$ cat config.mk
export PLATFORM = sky130hd
export DESIGN_NAME = output_serializer
export DESIGN_NICKNAME = d
export VERILOG_FILES = /design/src/rtl/output_serializer_pkg.sv /design/src/rtl/output_fifo.sv /design/src/rtl/output_serializer.sv
export SDC_FILE = /design/constraint.sdc
export NUM_CORES = 1
export LEC_CHECK = 0
export CORE_ASPECT_RATIO = 1.4
export CORE_MARGIN = 2
export CORE_UTILIZATION = 53
export DETAILED_ROUTE_END_ITERATION = 8
export PLACE_DENSITY = 0.76
export SYNTH_ARGS = -nofsm -noshare
export SYNTH_HDL_FRONTEND = slang
export SYNTH_HIERARCHICAL = 1
export SYNTH_SLANG_ARGS = --single-unit
export TNS_END_PERCENT = 30
$ cat constraint.sdc
create_clock -name clock -period 2.3 [get_ports clock]
set_input_delay 0.345 -clock clock [delete_from_list [all_inputs] [get_ports clock]]
set_output_delay 0.345 -clock clock [all_outputs]
set_load 0.02 [all_outputs]
$ cat src/rtl/output_serializer_pkg.sv
// Shared types and constants for the output serializer.
// Holds the FSM state enum, default word geometry and a width helper.
package output_serializer_pkg;

    typedef enum logic {
        IDLE = 1'b0,
        SEND = 1'b1
    } state_t;

    localparam int VECTOR_SIZE_DFLT  = 6;
    localparam int OUTPUT_WIDTH_DFLT = 8;
    localparam int WORD_WIDTH        = VECTOR_SIZE_DFLT * OUTPUT_WIDTH_DFLT;

    // Index width that stays at least one bit for degenerate sizes.
    function automatic int idx_width(input int n);
        return (n > 1) ? $clog2(n) : 1;
    endfunction

endpackage

$ cat src/rtl/output_fifo.sv
// Small word FIFO with registered storage and a combinational head read.
// Ports: clock, reset (sync, active-low), push/wdata, pop/rdata,
// full, empty, count. Push is refused when full at the start of the
// cycle even if a pop happens in the same cycle.
module output_fifo
    import output_serializer_pkg::*;
#(
    parameter int WIDTH = WORD_WIDTH,
    parameter int DEPTH = 4
) (
    input  logic                     clock,
    input  logic                     reset,
    input  logic                     push,
    input  logic [WIDTH-1:0]         wdata,
    input  logic                     pop,
    output logic [WIDTH-1:0]         rdata,
    output logic                     full,
    output logic                     empty,
    output logic [$clog2(DEPTH):0]   count
);

    localparam int PW = idx_width(DEPTH);
    localparam int CW = $clog2(DEPTH) + 1;

    logic [WIDTH-1:0] mem_q [DEPTH];
    logic [WIDTH-1:0] mem_d [DEPTH];
    logic [PW-1:0]    wr_ptr_q, wr_ptr_d;
    logic [PW-1:0]    rd_ptr_q, rd_ptr_d;
    logic [CW-1:0]    count_q, count_d;
    logic             push_ok;
    logic             pop_ok;

    assign full    = (count_q == CW'(DEPTH));
    assign empty   = (count_q == '0);
    assign count   = count_q;
    assign rdata   = mem_q[rd_ptr_q];
    assign push_ok = push && !full;
    assign pop_ok  = pop && !empty;

    always_comb begin
        mem_d    = mem_q;
        wr_ptr_d = wr_ptr_q;
        rd_ptr_d = rd_ptr_q;
        count_d  = count_q;
        if (push_ok) begin
            mem_d[wr_ptr_q] = wdata;
            wr_ptr_d        = wr_ptr_q + PW'(1);
        end
        if (pop_ok) begin
            rd_ptr_d = rd_ptr_q + PW'(1);
        end
        if (push_ok && !pop_ok) begin
            count_d = count_q + CW'(1);
        end else if (!push_ok && pop_ok) begin
            count_d = count_q - CW'(1);
        end
    end

    // Storage needs no reset: it is only read while count is non-zero.
    always_ff @(posedge clock) begin
        mem_q <= mem_d;
    end

    always_ff @(posedge clock) begin
        if (!reset) begin
            wr_ptr_q <= '0;
            rd_ptr_q <= '0;
            count_q  <= '0;
        end else begin
            wr_ptr_q <= wr_ptr_d;
            rd_ptr_q <= rd_ptr_d;
            count_q  <= count_d;
        end
    end

endmodule

$ cat src/rtl/output_serializer.sv
// Captures CPU result words into a FIFO and streams them lane by lane,
// lane 0 first, over a valid/ready byte interface.
// Ports: clock, reset (sync, active-low), out/outFlag word input,
// byteData/byteValid/byteReady stream, fifoFull, overflow (sticky), busy.
module output_serializer
    import output_serializer_pkg::*;
#(
    parameter int VECTOR_SIZE  = VECTOR_SIZE_DFLT,
    parameter int OUTPUT_WIDTH = OUTPUT_WIDTH_DFLT,
    parameter int FIFO_DEPTH   = 4
) (
    input  logic                                clock,
    input  logic                                reset,
    input  logic [VECTOR_SIZE*OUTPUT_WIDTH-1:0] out,
    input  logic                                outFlag,
    output logic [OUTPUT_WIDTH-1:0]             byteData,
    output logic                                byteValid,
    input  logic                                byteReady,
    output logic                                fifoFull,
    output logic                                overflow,
    output logic                                busy
);

    localparam int WW = VECTOR_SIZE * OUTPUT_WIDTH;
    localparam int IW = idx_width(VECTOR_SIZE);
    localparam logic [IW-1:0] LAST = IW'(VECTOR_SIZE - 1);

    state_t                    state_q, state_d;
    logic [WW-1:0]             sh_q, sh_d;
    logic [IW-1:0]             idx_q, idx_d;
    logic                      ovf_q, ovf_d;
    logic                      pop;
    logic [WW-1:0]             head;
    logic                      full;
    logic                      empty;
    logic [$clog2(FIFO_DEPTH):0] count;

    output_fifo #(
        .WIDTH (WW),
        .DEPTH (FIFO_DEPTH)
    ) u_fifo (
        .clock (clock),
        .reset (reset),
        .push  (outFlag),
        .wdata (out),
        .pop   (pop),
        .rdata (head),
        .full  (full),
        .empty (empty),
        .count (count)
    );

    assign byteValid = (state_q == SEND);
    assign byteData  = byteValid ? sh_q[OUTPUT_WIDTH-1:0] : '0;
    assign fifoFull  = full;
    assign overflow  = ovf_q;
    assign busy      = (count != '0) || (state_q == SEND);

    always_comb begin
        state_d = state_q;
        sh_d    = sh_q;
        idx_d   = idx_q;
        pop     = 1'b0;
        ovf_d   = ovf_q || (outFlag && full);
        unique case (state_q)
            IDLE: begin
                if (!empty) begin
                    pop     = 1'b1;
                    sh_d    = head;
                    idx_d   = '0;
                    state_d = SEND;
                end
            end
            SEND: begin
                if (byteReady) begin
                    if (idx_q == LAST) begin
                        // Chain straight into the next word when one is
                        // queued so back-to-back words have no bubble.
                        if (!empty) begin
                            pop   = 1'b1;
                            sh_d  = head;
                            idx_d = '0;
                        end else begin
                            sh_d    = '0;
                            idx_d   = '0;
                            state_d = IDLE;
                        end
                    end else begin
                        sh_d  = sh_q >> OUTPUT_WIDTH;
                        idx_d = idx_q + IW'(1);
                    end
                end
            end
            default: state_d = IDLE;
        endcase
    end

    always_ff @(posedge clock) begin
        if (!reset) begin
            state_q <= IDLE;
            sh_q    <= '0;
            idx_q   <= '0;
            ovf_q   <= 1'b0;
        end else begin
            state_q <= state_d;
            sh_q    <= sh_d;
            idx_q   <= idx_d;
            ovf_q   <= ovf_d;
        end
    end

endmodule

==> results.json <==
{
  "grt_pass1_wl_um": 28900,
  "cp_data_arrival_time_ns": 2.61,
  "cts_tree": "yes",
  "initial_core_util_pct": 53.6,
  "p_sw_mw": 3.72,
  "hold_violations": 0,
  "clkLatencyLatePin_ns": 0.50,
  "synthFlopType": "edfxtp_1",
  "portBuffers": 63,
  "antenna_found_initial": 0,
  "die_w_um": 118,
  "path_cells": "nor3_2 > buf_4 > a21oi_4 > o31ai_2 > ha_2 > inv_1 > fa_2 > xor2_1 > or3_4 > a21boi_2",
  "netlist_area_sq_mm": 0.00958,
  "rsz0062_at_grt": "false",
  "grt_pass1_vias": 5320,
  "placed_area_sq_mm": 0.0106,
  "clk_pin_slew_ns": 0.07,
  "critical-path-top-delay-family": "adder cells",
  "viasPerCell": 5.90,
  "synth_edf_count": 192,
  "avgSynthCellArea_sq_um": 18.8,
  "path_depth": 10,
  "grt_max_degree": 50,
  "setup_viol": 0,
  "fmax_ghz": 0.455,
  "root_buffer": "clkbuf_16",
  "pin_count": 64,
  "endpoint": "u_fifo/count[2]",
  "p_comb_share_pct": 26.5,
  "slew_headroom_pct": 21.1,
  "areaGrowthSynthToFinish_pct": 18.5,
  "gr-total-overflow": 0,
  "synth_nets": 567,
  "r2r-end": "u_fifo/count[2]",
  "fin_area_sq_mm": 0.0113,
  "clock_sinks": 252,
  "numCtsBuffers": 22,
  "worstMarginPinSlew_ns": 1.18,
  "vdd_drop_max_mv": 0.560,
  "drt-initial-drc-count": 704,
  "power_frac_seq_pct": 46.5,
  "crit_path_start": "u_fifo/count[2]",
  "dieArea_sq_mm": 0.0192,
  "pwr-share-clk_pct": 27.1,
  "yosys_warnings": 6,
  "cts.htree.levels": 1,
  "num_antenna_cells": 0,
  "p_per_area_mw_per_mm2": 1170,
  "layout_commonest_cell": "edfxtp_1",
  "status": "complete, no violations",
  "synth_cell_types": 38,
  "setup_ws_ns": 0.101,
  "hold_class": "in2reg",
  "reg2reg_slack_ns": 0.10,
  "synthCells": 509,
  "p_int_mw": 9.57,
  "skew_ns": 0.0154,
  "hold_slack_ns": 0.254,
  "yosysTopAreaCellShare_pct": 60.2,
  "post-route-min-period_ns": 2.20,
  "start_kind": "register",
  "crit_path_end_kind": "register",
  "synth_top_cells_by_area": "edfxtp_1 60%, dfxtp_1 13%, mux4_2 11%",
  "die_y_um": 163,
  "row_count": 58,
  "timing.final.crit_share_pct": 95.6,
  "power.leakage_nw": 3.72,
  "rr_startpoint": "u_fifo/count[2]",
  "core_sq_mm": 0.0179,
  "drt-total-wl_um": 18300,
  "synthArstFlopShare_pct": 0,
  "pre_cts_slack_ns": -0.310,
  "max_stage_delay_ns": 0.38,
  "grt_usage_pct": 19.3,
  "cts.path.max_buffers": 3,
  "cap_viol_max_count": 0,
  "route.antenna.remaining_nets": 0,
  "via_count": 4995,
  "drive_above_1_share_pct": 20.8,
  "swShare_pct": 28.0,
  "nNetsFinal": 648,
  "routabilityCongestion": 0.824,
  "criticalPathCategory": "reg2reg",
  "final_cell_mix": "192 x edfxtp_1, 60 x clkdlybuf4s50_1, 55 x dfxtp_1, 48 x mux4_2, 44 x nor2b_1",
  "route.detailed.drc": 0,
  "ys_ff_latch": 252,
  "ff2ff_path_depth": 10,
  "avgRoutedWirePerCell_um": 21.6,
  "final_util_pct": 63.5,
  "dp_cells": 804,
  "drtPass1Iterations": 8,
  "crit_required_ns": 2.71,
  "hpwlAfterDp_um": 11400,
  "yosysSeqAreaShare_pct": 72.7,
  "drv_slew": 0,
  "fin_cells": 846,
  "cp_max_fo": 7,
  "cp_num_buf_inv": 2,
  "yosys.area.top_type": "edfxtp_1",
  "cp_slowest_cell": "or3_4"
}
## worst min path at each step
| stage | depth (start not counted) | from | to |
|---|---|---|---|
| floorplan | 2 | sh_q[47] | sh_q[47] |
| global placement | 2 | sh_q[46] | sh_q[46] |
| detailed placement | 2 | sh_q[40] | sh_q[40] |
| CTS | 3 | reset | sh_q[16] |
| global route | 2 | reset | byteValid |
| finish | 3 | reset | sh_q[16] |
## cells in the mapped netlist, types with 2 or more instances
master / count
mux2i_1: 3
o21ai_0: 3
nand2_1: 13
buf_12: 5
nand3_1: 17
ha_1: 5
and2_1: 15
edfxtp_1: 192
a222oi_1: 39
clkbuf_1: 8
a31oi_1: 2
inv_1: 4
dfxtp_1: 60
nor2_1: 4
nor2b_1: 44
buf_4: 3
xnor2_1: 3
buf_6: 6
buf_2: 12
a21boi_1: 2
a21oi_1: 4
mux4_2: 48
o21ai_1: 2
## power groups by stage
stage	Clock (mW)	Sequential (mW)	Combinational [mW]
3_3_place_gp	0	6.19	3.36
2_1_floorplan	0	6.03	2.67
6_report	3.60	6.17	3.52
5_1_grt	3.85	6.24	3.78
3_5_place_dp	0	6.25	3.49
4_1_cts	3.67	6.16	3.52
## final cells by class
cell class / count / area, sq um
Sequential cell: 252 / 6980
Fill cell: 1252 / 6510
Multi-Input combinational cell: 219 / 2350
Timing Repair Buffer: 91 / 987
Clock buffer: 32 / 619
Tap cell: 240 / 300
Clock inverter: 8 / 90.1
Inverter: 4 / 15.0
## through the flow
| stage | power (mW) | TNS, ns |
|---|---|---|
| 6_report | 13.3 | 0 |
| 2_1_floorplan | 8.70 | -14.96 |
| 3_5_place_dp | 9.75 | -3.14 |
| 4_1_cts | 13.4 | -0.0141 |
| 5_1_grt | 13.9 | 0 |
| 3_3_place_gp | 9.55 | -1.51 |
## cells by family (layout without fill, tap and decap cells)
group | after synthesis | in the layout | share of synthesized area [%]
DFF | 252 | 252 | 72.7
muxes | 51 | 51 | 11.6
adders and majority gates | 6 | 6 | 0.862
and+or+nand+nor | 102 | 102 | 6.13
buffers and inverters | 38 | 135 | 3.08
AOI/OAI and AO/OA | 56 | 56 | 5.21
xor gates and xnor gates | 4 | 4 | 0.366
## repair_timing
action,4_1_cts,5_1_grt
buffers inserted,0,2
hold buffers,0,0
hold endpoints to repair,0,0
setup endpoints to repair,10,4
pin swaps,0,3
gates resized for setup,3,10
## per-layer routing
metal | global-route usage, % | up-vias | share of wire, %
met2 | 36.4 | 177 | 56
li1 | - | 2235 | -
met1 | 22.5 | 2551 | 36
met3 | 2.76 | 32 | 5.1
met4 | 7.01 | 0 | 2.4
met5 | 0 | - | 0
## worst reg2reg max path, stage by stage, from the launching register on
cell	delay, ns
dfxtp_4	0.37
nor3_2	0.18
buf_4	0.15
a21oi_4	0.03
o31ai_2	0.08
ha_2	0.23
inv_1	0.05
fa_2	0.34
xor2_1	0.18
or3_4	0.38
a21boi_2	0.13
## registers in the layout, summed over array words and instances (netlist names)
name / flops
u_fifo/mem_q: 192
sh_q: 48
idx_q: 3
u_fifo/count: 3
u_fifo/rd_ptr_q: 2
u_fifo/wr_ptr_q: 2
byteValid: 1
overflow: 1
No activity file was read; power rests on OpenSTA's default activity.
